File: config.mk
export PLATFORM = sky130hd
export DESIGN_NAME = bp_be_fe_queue_replay
export DESIGN_NICKNAME = d
export VERILOG_FILES = /design/src/rtl/bp_be_fe_queue_replay.sv
export SDC_FILE = /design/constraint.sdc
export NUM_CORES = 1
export LEC_CHECK = 0
export CAP_MARGIN = 40
export CELL_PAD_IN_SITES_DETAIL_PLACEMENT = 1
export CELL_PAD_IN_SITES_GLOBAL_PLACEMENT = 2
export CORE_UTILIZATION = 49
export CTS_BUF_LIST = sky130_fd_sc_hd__clkbuf_4
export DETAILED_ROUTE_END_ITERATION = 16
export HOLD_SLACK_MARGIN = 0.12
export MAX_ROUTING_LAYER = met4
export PLACE_DENSITY_LB_ADDON = 0.1
export SETUP_SLACK_MARGIN = 0.2
export SLEW_MARGIN = 20
export SYNTH_ARGS = -nofsm -noshare
export SYNTH_HDL_FRONTEND = slang
export SYNTH_SLANG_ARGS = --single-unit
File: constraint.sdc
create_clock -name clk_i -period 18.7 [get_ports clk_i]
set_clock_uncertainty 0.2 [all_clocks]
set_input_delay 5.61 -clock clk_i [delete_from_list [all_inputs] [get_ports clk_i]]
set_output_delay 5.61 -clock clk_i [all_outputs]
set_load 0.05 [all_outputs]
File: src/rtl/bp_be_fe_queue_replay.sv
// Replay buffer between the FE fetch output and the BE scheduler. Entries stay
// resident after issue until committed, so a roll can replay them in order.
module bp_be_fe_queue_replay #(
  parameter int els_p   = 8,
  parameter int width_p = 128
) (
  input  logic               clk_i,
  input  logic               reset_n_i,

  input  logic [width_p-1:0] fe_queue_i,
  input  logic               fe_queue_v_i,
  output logic               fe_queue_ready_o,

  output logic [width_p-1:0] fe_queue_o,
  output logic               fe_queue_v_o,
  input  logic               fe_queue_yumi_i,

  input  logic               fe_queue_deq_i,
  input  logic               fe_queue_roll_i,
  input  logic               fe_queue_clr_i,

  output logic               empty_o,
  output logic               full_o
);

  localparam int ptr_width_lp = $clog2(els_p) + 1;
  localparam int idx_width_lp = ptr_width_lp - 1;

  logic [width_p-1:0]      mem [els_p];
  logic [ptr_width_lp-1:0] wptr_r, rptr_r, cptr_r;
  logic [ptr_width_lp-1:0] wptr_n, rptr_n, cptr_n;
  logic                    enq;

  // Handshakes: the FE side is valid/ready -- a packet transfers on a cycle
  // where fe_queue_v_i and fe_queue_ready_o are both 1 (and no clr). The
  // scheduler side is valid/yumi -- yumi may only be raised while
  // fe_queue_v_o is 1 and consumes fe_queue_o in that same cycle.
  assign fe_queue_v_o     = (rptr_r != wptr_r);
  assign fe_queue_o       = mem[rptr_r[idx_width_lp-1:0]];
  assign empty_o          = (wptr_r == cptr_r);
  assign full_o           = (wptr_r[idx_width_lp-1:0] == cptr_r[idx_width_lp-1:0])
                          & (wptr_r[ptr_width_lp-1] != cptr_r[ptr_width_lp-1]);
  // Ready looks only at registered pointers, so a same-cycle deq cannot free a slot.
  assign fe_queue_ready_o = ~full_o;

  assign enq = fe_queue_v_i & fe_queue_ready_o & ~fe_queue_clr_i;

  always_comb begin
    cptr_n = cptr_r + {{(ptr_width_lp-1){1'b0}}, fe_queue_deq_i};
    rptr_n = fe_queue_roll_i ? cptr_n
                             : rptr_r + {{(ptr_width_lp-1){1'b0}}, fe_queue_yumi_i};
    wptr_n = fe_queue_clr_i ? rptr_n
                            : wptr_r + {{(ptr_width_lp-1){1'b0}}, enq};
  end

  always_ff @(posedge clk_i or negedge reset_n_i) begin
    if (!reset_n_i) begin
      wptr_r <= '0;
      rptr_r <= '0;
      cptr_r <= '0;
    end else begin
      wptr_r <= wptr_n;
      rptr_r <= rptr_n;
      cptr_r <= cptr_n;
    end
  end

  always_ff @(posedge clk_i) begin
    if (enq) mem[wptr_r[idx_width_lp-1:0]] <= fe_queue_i;
  end

  // Protocol misuse is caught in simulation only; the datapath does not guard it.
  a_yumi_needs_valid: assert property (@(posedge clk_i) disable iff (!reset_n_i)
    fe_queue_yumi_i |-> fe_queue_v_o);
  a_deq_needs_issued: assert property (@(posedge clk_i) disable iff (!reset_n_i)
    fe_queue_deq_i |-> (cptr_r != rptr_r));

endmodule

* Word-level counts from Yosys, hierarchy flattened
Memory sizes are Yosys's and may differ from the RTL's.
Cells that the tools add are included.
** Storage, ports and cells
- Register bits after elaboration :: 12
- Bits in latches :: 0
- RAM bits :: 1024
- Memory bits (read-only) :: 0
- Bits of input ports :: 135
- Output and inout bits :: 132
- Word-level logic and storage cells :: 20
- Memories :: 1
** Operators by class
- Add/subtract/negate cells :: 3
- $mul :: 0
- Div/mod/pow operators :: 0
- $lt $le $gt $ge :: 0
- Equal/unequal tests :: 4
- Shifts and indexed selects :: 0
- Muxes and demuxes :: 4
- Bitwise logic cells :: 5
- Reduce and logical (&&, ||, !) cells :: 0
** Memories
- mem :: depth 8, bits a word 128, read ports 1, clocked after Yosys merged registers in 0, write ports 1, RTL line 29 : logic [width_p-1:0] mem [els_p];
** Operators with widths (number)
- adder 4 x 1 -> 4 bit :: 3
- two-way mux 4 bit :: 2
- == test 4 bit :: 1
- != test 4 bit :: 1
- AND 1 bit :: 3
- == test 3 bit :: 1
- two-way mux 1 bit :: 2
- NOT 1 bit :: 2
- != test 1 bit :: 1

* Depth between registers and ports, before layout
Gate-level depths: netlist of run 1.
- Depth after elaboration :: 7
- Gate-level depth with buffers :: 8
- Gate-level depth less buffers :: 7

* Worst setup path after synthesis of run 1
No wires, ideal clock.
- Kind :: input -> register
- Start point :: input fe_queue_clr_i
- End point :: memory mem[0][0], enable pin
- Setup time :: 0.929 ns
- Arrival time :: 18.165 ns
- Required time :: 17.571 ns
- Slack :: -0.594 ns
- Stages :: 3
- Buffers on the path :: 1
- Path through :: clkbuf_1 or2_2 nor4_1
** Between the ends
- Word-level cells in the longest chain between the ends :: 4
** RTL lines
- from (decl) :: RTL line 20 : input logic fe_queue_clr_i,
- NOT 1 bit :: RTL line 46 : assign enq = fe_queue_v_i & fe_queue_ready_o & ~fe_queue_clr_i;
- AND 1 bit :: RTL line 46
- two-way mux 1 bit :: RTL line 69 : if (enq) mem[wptr_r[idx_width_lp-1:0]] <= fe_queue_i;
- two-way mux 1 bit (not written as such) :: RTL line 69
- to (decl) :: RTL line 29
Every way passes these cells.

* Worst setup path in the final report of run 1
- Start point :: register rptr_r[1]
- End point :: output fe_queue_o[82]
** Between the ends
- Word-level cells in the longest chain between the ends :: 1
** RTL lines
- from (decl) :: RTL line 30 : logic [ptr_width_lp-1:0] wptr_r, rptr_r, cptr_r;
- from (signal assigned) :: RTL line 63 : rptr_r <= rptr_n;
- memory read (8 x 128 bit)
- to (decl) :: RTL line 14 : output logic [width_p-1:0] fe_queue_o,
Every way passes these cells.

==> results_dict.tcl, run 1 <==
set metrics [dict create \
    worstPathArrival_ns 5.41 \
    ant_nets 0 \
    rsz0062_at_grt "no" \
    setup_ws_ns 7.48 \
    ir_drop_mv 0.125 \
    status "complete, no violations" \
    final_cells 3310 \
    cts_made_buffers 287 \
    clk_path_buf_depth 4 \
    final_nets 2210 \
    cap_violations 0 \
    worstPathRequired_ns 12.89 \
    drive_gt1_share_pct 39.1 \
    worst_pin_slew_ns 0.975 \
    maxSlewViolCount 0 \
    seq_area_frac_synth_pct 79.2 \
    max_freq_mhz 89.1 \
    die_area_um2 81200 \
    final.period_utilization_pct 60.0 \
    clk_pin_slew_ns 0.07 \
    power_mw 7.72 \
    end_kind "output port" \
    core.rowCount 103 \
    syn_inst 1552 \
    core_area_um2 79100 \
    tritoncts "built" \
    path_max_fanout 49 \
    tns_ns 0 \
    wl_per_cell_um 25.6 \
    routed_via_density 5.45 \
    die_h_um 285 \
    cpMaxStageDelayCell "clkdlybuf4s50_1" \
    syn2layout_area_growth_pct 19.3 \
    pin_count 267 \
    setup_viol 0 \
    seq_area_um2 31100 \
    track_usage_pct 22.0 \
    drt-initial-drc-count 1013 \
    dr_total_vias 18000 \
    hold_viol 0 \
    power.leakage_nw 15.1 \
    gp_congestion 0.723 \
    synth_nets 1693 \
    crit_type "reg -> out" \
    max_stage_delay_ns 0.76 \
    initial_core_util_pct 49.6 \
    place_hpwl_um 44300 \
    mostFrequentLayoutCells "edfxtp_1 (1024), clkbuf_4 (416), clkdlybuf4s50_1 (266), mux4_2 (256), mux2_2 (134)" \
    gr-total-overflow 0 \
    antenna_found_initial 14 \
    grt_max_degree 124 \
    ys_ff_latch 1036 \
    ys_warn_count 0 \
    cts_root_buffer "clkbuf_4" \
    drcViolationCount 0 \
    multiInputGateArea_um2 7720 \
    htreeDepth 5 \
    path_cells "buf_4, buf_16, buf_4, buf_16, buf_4, buf_16, mux4_2, mux2_2, clkdlybuf4s50_1" \
    post-route-min-period_ns 11.22 \
    die-width_um 285 \
    final_common_cell "edfxtp_1" \
    tritoncts_num_sinks 1036 \
    power_density_nw_per_um2 165 \
    pre_cts_slack_ns 8.11 \
    ctsResizeCount 0 \
    ys_types 27 \
    avgSynthCellArea_um2 25.3 \
    synth_area_um2 39200 \
    io_buffers 266 \
    clk_latency_ns 1.08 \
    hold_class "reg -> reg" \
    cts_setup_buffers 0 \
    nFillCells 6654 \
    grt_pass1_vias 20600 \
    fin_hold_ws_ns 0.353 \
    grt_first_pass_wirelength_um 127000 \
    hold_buffers 0 \
    wirelength_um 84600 \
    placedCellCount 2827 \
    relSlewSlack_pct 35.0 \
    drtPass1Iterations 5 \
    crit_path_start_kind "register" \
]
[cell usage after synthesis]
| library cell | instances | share of area [%] |
|---|---|---|
| edfxtp_1 | 1024 | 78 |
| mux4_2 | 256 | 15 |
| mux2_2 | 134 | 3.8 |
| buf_6 | 26 | 0.75 |
| clkbuf_1 | 22 | 0.21 |
| buf_2 | 16 | 0.20 |
| buf_1 | 13 | 0.12 |
| dfrtp_1 | 12 | 0.77 |
| xor2_1 | 9 | 0.20 |
| ha_1 | 6 | 0.19 |
| nor4_1 | 5 | 0.080 |
| nor3_1 | 4 | 0.051 |
| xnor2_1 | 4 | 0.089 |
| nand3_1 | 3 | 0.038 |
| inv_1 | 2 | 0.019 |
| mux2i_1 | 2 | 0.051 |
| nand2b_1 | 2 | 0.032 |
| nand3b_1 | 2 | 0.038 |
| nand4_1 | 2 | 0.032 |
| a21oi_1 | 1 | 0.013 |
| a311oi_1 | 1 | 0.022 |
| a31o_2 | 1 | 0.022 |
| nand2_1 | 1 | 0.0096 |
| nor3b_1 | 1 | 0.019 |
| nor4b_1 | 1 | 0.022 |
| or2_2 | 1 | 0.016 |
| or3b_2 | 1 | 0.022 |
[critical path, delay by kind of cell (launching register included)]
kind                   cells  cell delay [ns]
buffers and inverters      7             2.84
flip-flops                 1             0.64
multiplexers               2             0.63
[final timing paths]
kind / startpoint / to / slack (ns) / depth (start not counted)
max in group asynchronous: reset_n_i / cptr_r[0] / 13.15 / 1
max reg2reg: wptr_r[2] / mem[5][16] / 14.70 / 7
max: rptr_r[1] / fe_queue_o[82] / 7.48 / 9
min reg2reg: cptr_r[2] / cptr_r[2] / 0.35 / 1
min in group asynchronous: reset_n_i / cptr_r[2] / 4.69 / 1
min: cptr_r[2] / cptr_r[2] / 0.35 / 1
[stage by stage]
step	instance area (um^2)	utilization, %
after floorplan	39200	-
after global placement	43000	54.4
after detailed placement	43300	54.7
after CTS	46700	59.0
after global routing	46800	59.1
final	46800	59.1
[logic make-up after synthesis]
family | after synthesis | synth area share (%)
AO/OA/AOI/OAI | 3 | 0.0574
XOR/XNOR | 13 | 0.290
flip-flops | 1036 | 79.2
buffers and inverters | 79 | 1.31
AND/OR/NAND/NOR | 23 | 0.361
multiplexers | 392 | 18.6
adder cells (fa/ha/maj) | 6 | 0.191
[sequential cells by signal (all words and copies together), names as in the netlist]
register  flops
mem        1024
cptr_r        4
rptr_r        4
wptr_r        4
[report_power, final]
part / switching [mW] / internal, mW / total [mW]
Sequential: 0.0878 / 2.76 / 2.85
Combinational: 1.73 / 1.21 / 2.95
Clock: 0.871 / 1.05 / 1.92
[layout make-up]
| cell class | count | area share (%) |
|---|---|---|
| clock inverter | 45 | 0.572 |
| inverter | 2 | 0.0160 |
| timing repair buffer | 305 | 6.93 |
| tap | 1050 | 2.81 |
| clock buffer | 416 | 6.68 |
| sequential | 1036 | 66.4 |
| antenna | 19 | 0.102 |
| multi-input combinational | 437 | 16.5 |
[routing by layer]
layer / global-route usage (%) / up-vias / share of wire [%]
li1: - / 7893 / -
met1: 26.2 / 9598 / 41
met2: 35.9 / 468 / 51
met3: 7.30 / 85 / 6.7
met4: 6.40 / 0 / 1.1
met5: - / - / 0
Note: power is estimated with default switching activity, not from simulation.
==> run 2, diff against run 1 <==
--- a/config.mk
+++ b/config.mk
@@ -8,7 +8,7 @@
 export CAP_MARGIN = 40
 export CELL_PAD_IN_SITES_DETAIL_PLACEMENT = 1
 export CELL_PAD_IN_SITES_GLOBAL_PLACEMENT = 2
-export CORE_UTILIZATION = 49
+export CORE_UTILIZATION = 45
 export CTS_BUF_LIST = sky130_fd_sc_hd__clkbuf_4
 export DETAILED_ROUTE_END_ITERATION = 16
 export HOLD_SLACK_MARGIN = 0.12
==> constraint.sdc (replaced) <==
create_clock -name clk_i -period 9 [get_ports clk_i]
set_clock_uncertainty 0.2 [all_clocks]
set_input_delay 2.7 -clock clk_i [delete_from_list [all_inputs] [get_ports clk_i]]
set_output_delay 2.7 -clock clk_i [all_outputs]
set_load 0.05 [all_outputs]
==> run 2 against run 1 <==
  * Register-to-register slack got worse by 9.0 ns
  * Via count barely moved
  * Die area rose by 8.8%
  * Clock power rose by 110%
  * Worst setup slack got worse by 5.6 ns
  * Final area rose by 0.21%
  * Largest cell class unchanged
  * Sequential power rose by 110%
  * Hold slack got worse by 0.0039 ns
  * Sequential share of layout area fell by 0.14 points
  * Critical path depth fell by 4
  * Flip-flop and latch count did not move
==> results_dict.tcl, run 2 (synthesis results as in run 1) <==
set metrics [dict create \
    setup_ws_ns 1.92 \
    seq_area_um2 31100 \
    relSlewSlack_pct 36.1 \
    final.period_utilization_pct 78.7 \
    rr_endpoint "mem[3][75]" \
    power_frac_comb_pct 38.2 \
    worstPathRequired_ns 6.10 \
    grt_first_pass_wirelength_um 128000 \
    maxSlewViolCount 0 \
    switchingPower_mw 5.60 \
    cp-endpoint "fe_queue_o[42]" \
    routed_via_density 5.32 \
    rr_startpoint "wptr_r[2]" \
    final_cells 3393 \
    wl_per_cell_um 25.0 \
    tritoncts_num_sinks 1036 \
    syn2layout_area_growth_pct 19.6 \
    multiInputGateArea_um2 7760 \
    die-width_um 297 \
    pin_count 267 \
    p_clk_share_pct 24.7 \
    worstSetupStartpoint "rptr_r[0]" \
    path_max_fanout 58 \
    gp_congestion 0.694 \
    cts_setup_buffers 0 \
    htreeDepth 5 \
    placedCellCount 2922 \
    core_area_um2 85700 \
    track_usage_pct 20.4 \
    grt_max_degree 114 \
    internal_power_mw 10.4 \
    pre_cts_slack_ns 2.98 \
    antenna_found_initial 12 \
    post-route-min-period_ns 7.08 \
    cts_made_buffers 292 \
    rsz0062_at_grt "no" \
    seq_power_share_pct 37.1 \
    hold_viol 0 \
    mostFrequentLayoutCells "edfxtp_1 (1024), clkbuf_4 (420), clkdlybuf4s50_1 (266), mux4_2 (256), mux2_2 (134)" \
    clk_path_buf_depth 4 \
    tritoncts "built" \
    crit_type "reg -> out" \
    largest_reg_flops 1024 \
    drive_gt1_share_pct 39.1 \
    drtPass1Iterations 4 \
    place_hpwl_um 44100 \
    end_kind "output port" \
    ir_drop_mv 0.234 \
    final_nets 2213 \
    ff2ff_setup_slack_ns 5.69 \
    power.leakage_nw 15.0 \
    clk_latency_ns 1.10 \
    core.rowCount 107 \
    hp-start "cptr_r[0]" \
    crit_path_start_kind "register" \
    gr-total-overflow 0 \
    status "complete, no violations" \
    ff2ff_path_depth 6 \
    drcViolationCount 0 \
    worst_pin_slew_ns 0.959 \
    cap_violations 0 \
    worstPathArrival_ns 4.18 \
    drt-initial-drc-count 923 \
    nFillCells 7393 \
    ant_nets 0 \
    hold_buffers 0 \
    setup_viol 0 \
    die_h_um 297 \
    power_density_nw_per_um2 342 \
    wirelength_um 85000 \
    grt_pass1_vias 20900 \
    dr_total_vias 18100 \
    initial_core_util_pct 45.8 \
    hold_class "reg -> reg" \
    netSwitchingFraction_pct 35.0 \
    die_area_um2 88300 \
    clk_pin_slew_ns 0.06 \
    io_buffers 266 \
    cts_root_buffer "clkbuf_4" \
    ctsResizeCount 0 \
    max_freq_mhz 141 \
    final_common_cell "edfxtp_1" \
]
[run 2: cell count changes in the layout (fill, tap and decap cells not counted), sizes merged]
cell	previous run	this run
clkinv	36	26
clkbuf	416	420
buf	39	37
inv	8	6
bufinv	3	2
[run 2: critical path: stages, from the launching register on]
cell and delay [ns]:
dfrtp_4 0.68, buf_12 0.29, buf_12 0.43, mux4_2 0.57
mux2_2 0.27, clkdlybuf4s50_1 0.74
[run 2: worst min path at each step]
stage	end	depth (start not counted)
after global routing	cptr_r[0]	1
after floorplan	cptr_r[2]	1
after detailed placement	cptr_r[0]	1
after CTS	cptr_r[0]	1
final	cptr_r[0]	1
after global placement	cptr_r[0]	1
[run 2: layout make-up]
type	instances	share of cell area, %
tap	1144	3.05
multi-input combinational	437	16.6
timing repair buffer	303	6.91
antenna	19	0.101
inverter	2	0.0160
clock buffer	420	6.73
clock inverter	32	0.376
sequential	1036	66.3
[run 2: metal layers]
layer	GRT usage (%)	vias up	share of wire (%)
met3	5.97	154	5.3
met5	-	-	0
met2	33.7	433	52
li1	-	7885	-
met1	23.8	9586	41
met4	7.50	0	2.1
[run 2: per-stage QoR]
| stage | TNS [ns] | cell area (um^2) | utilization, % | hold WS, ns | total power [mW] |
|---|---|---|---|---|---|
| 5_1_grt | 0 | 46900 | 54.7 | 0.360 | 16.7 |
| 4_1_cts | 0 | 46800 | 54.7 | 0.353 | 16.3 |
| 2_1_floorplan | -503.12 | 39300 | - | 0.291 | 10.4 |
| 6_report | 0 | 46900 | 54.7 | 0.349 | 16.0 |
| 3_3_place_gp | 0 | 43300 | 50.6 | 0.335 | 12.2 |
| 3_5_place_dp | 0 | 43500 | 50.8 | 0.338 | 12.3 |
[run 2: power by group through the flow]
stage          combinational, mW  sequential [mW]  clock, mW
2_1_floorplan               4.45             5.96          0
4_1_cts                     6.26             5.95       4.13
3_5_place_dp                6.23             6.05          0
3_3_place_gp                6.08             6.10          0
5_1_grt                     6.43             5.97       4.34
6_report                    6.11             5.94       3.96
==> run 3, diff against run 2 <==
--- a/config.mk
+++ b/config.mk
@@ -8,7 +8,7 @@
 export CAP_MARGIN = 40
 export CELL_PAD_IN_SITES_DETAIL_PLACEMENT = 1
 export CELL_PAD_IN_SITES_GLOBAL_PLACEMENT = 2
-export CORE_UTILIZATION = 45
+export CORE_UTILIZATION = 49
 export CTS_BUF_LIST = sky130_fd_sc_hd__clkbuf_4
 export DETAILED_ROUTE_END_ITERATION = 16
 export HOLD_SLACK_MARGIN = 0.12
==> constraint.sdc (replaced) <==
create_clock -name clk_i -period 6.9 [get_ports clk_i]
set_clock_uncertainty 0.2 [all_clocks]
set_input_delay 2.07 -clock clk_i [delete_from_list [all_inputs] [get_ports clk_i]]
set_output_delay 2.07 -clock clk_i [all_outputs]
set_load 0.05 [all_outputs]
==> run 3 against run 2 <==
  * Sequential power grew 30%
  * Final area is 0.40% lower
  * Combinational power rose by 30%
  * Utilization grew 4.3 points
  * Largest power group unchanged
  * Clock power up 28%
  * Die area decreased by 8.1%
  * Global-route usage rose by 1.7 points
  * Non-clock buffer count decreased by 2
  * Count of clock-buffer cells in the layout down 22
  * Sequential share of layout area grew 0.27 points
  * Worst setup slack got worse by 1.2 ns
  * Total power increased by 30%
==> results_dict.tcl, run 3 (synthesis results as in run 1) <==
set metrics [dict create \
    grt_pass1_vias 20900 \
    io_buffers 266 \
    cap_violations 0 \
    wl_per_cell_um 25.6 \
    power.leakage_nw 15.0 \
    rsz0062_at_grt "no" \
    tritoncts_num_sinks 1036 \
    p_clk_share_pct 24.4 \
    final_nets 2203 \
    cts_made_buffers 284 \
    final.period_utilization_pct 90.3 \
    clk_latency_ns 1.05 \
    seq_power_share_pct 37.3 \
    path_max_fanout 19 \
    ctsResizeCount 0 \
    crit_path_start_kind "register" \
    max_stage_delay_ns 0.74 \
    grt_first_pass_wirelength_um 127000 \
    hold_viol 0 \
    switchingPower_mw 7.30 \
    max_freq_mhz 161 \
    tritoncts "built" \
    dr_total_vias 18100 \
    die_h_um 285 \
    pre_cts_slack_ns 1.54 \
    wirelength_um 84600 \
    crit_family "buffers and inverters" \
    netSwitchingFraction_pct 35.1 \
    cts_root_buffer "clkbuf_4" \
    clk_path_buf_depth 4 \
    tns_ns 0 \
    place_area_um2 43300 \
    maxSlewViolCount 0 \
    utilization_pct 59.0 \
    drtPass1Iterations 7 \
    post-route-min-period_ns 6.23 \
    power_frac_comb_pct 38.3 \
    gp_congestion 0.701 \
    relSlewSlack_pct 35.5 \
    fin_area_um2 46700 \
    setup_ws_ns 0.670 \
    core_area_um2 79100 \
    syn2layout_area_growth_pct 19.1 \
    final_common_cell "edfxtp_1" \
    fin_hold_ws_ns 0.336 \
    track_usage_pct 22.2 \
    place_hpwl_um 43600 \
    pin_count 267 \
    die_area_um2 81200 \
    hold_class "reg -> reg" \
    end_kind "output port" \
    worst-path-buf-inv 3 \
    hold_buffers 0 \
    core.rowCount 103 \
    ant_nets 0 \
    largest_reg_flops 1024 \
    worstPathRequired_ns 4.63 \
    worstPathArrival_ns 3.96 \
    gr-total-overflow 0 \
    clk_pin_slew_ns 0.06 \
    routed_via_density 5.46 \
    antenna_found_initial 14 \
    die-width_um 285 \
    drive_gt1_share_pct 38.1 \
    drcViolationCount 0 \
    ir_drop_mv 0.239 \
    mostFrequentLayoutCells "edfxtp_1 (1024), clkbuf_4 (398), clkdlybuf4s50_1 (266), mux4_2 (256), mux2_2 (134)" \
    status "complete, no violations" \
    path_cells "buf_12, buf_4, mux4_2, mux2_2, clkdlybuf4s50_1" \
    worst_pin_slew_ns 0.967 \
    crit_type "reg -> out" \
    grt_max_degree 129 \
    internal_power_mw 13.5 \
    power_density_nw_per_um2 445 \
    initial_core_util_pct 49.6 \
    cts_setup_buffers 0 \
    htreeDepth 5 \
    drt-initial-drc-count 856 \
    cpMaxStageDelayCell "clkdlybuf4s50_1" \
    setup_viol 0 \
]
-- run 3: worst paths after layout --
kind                           start              to  slack [ns]  cells after the start
hold / removal             cptr_r[2]       cptr_r[2]        0.34                      1
min in group asynchronous  reset_n_i       wptr_r[1]        1.17                      1
setup reg to reg           wptr_r[2]     mem[2][107]        3.87                      5
hold reg to reg            cptr_r[2]       cptr_r[2]        0.34                      1
max in group asynchronous  reset_n_i       rptr_r[0]        4.89                      1
setup / recovery           rptr_r[0]  fe_queue_o[21]        0.67                      5
-- run 3: per-layer routing --
| layer | global-route usage (%) | wire length [um] |
|---|---|---|
| met1 | 25.6 | 34000 |
| met2 | 37.1 | 44300 |
| met3 | 6.95 | 5110 |
| met4 | 6.92 | 1220 |
| met5 | - | 0 |
-- run 3: cell type report --
type,instances,area [um^2]
antenna,17,42.5
clock buffer,398,2990
clock inverter,64,298
fill,6707,32400
inverter,2,7.51
multi-input combinational,437,7760
sequential,1036,31100
tap,1050,1310
timing repair buffer,301,3210
-- run 3: power groups by stage --
stage          combinational (mW)  clock, mW  sequential [mW]
6_report                     7.97       5.07             7.74
5_1_grt                      8.37       5.57             7.79
4_1_cts                      8.10       5.27             7.80
3_5_place_dp                 8.06          0             7.93
3_3_place_gp                 8.04          0             7.89
2_1_floorplan                5.83          0             7.76
-- run 3: metrics by stage --
| stage | instances | total power [mW] |
|---|---|---|
| finish | 3305 | 20.8 |
| detailed placement | 2825 | 16.0 |
| global route | 3305 | 21.7 |
| global placement | 2825 | 15.9 |
| floorplan | 1552 | 13.6 |
| CTS | 3287 | 21.2 |
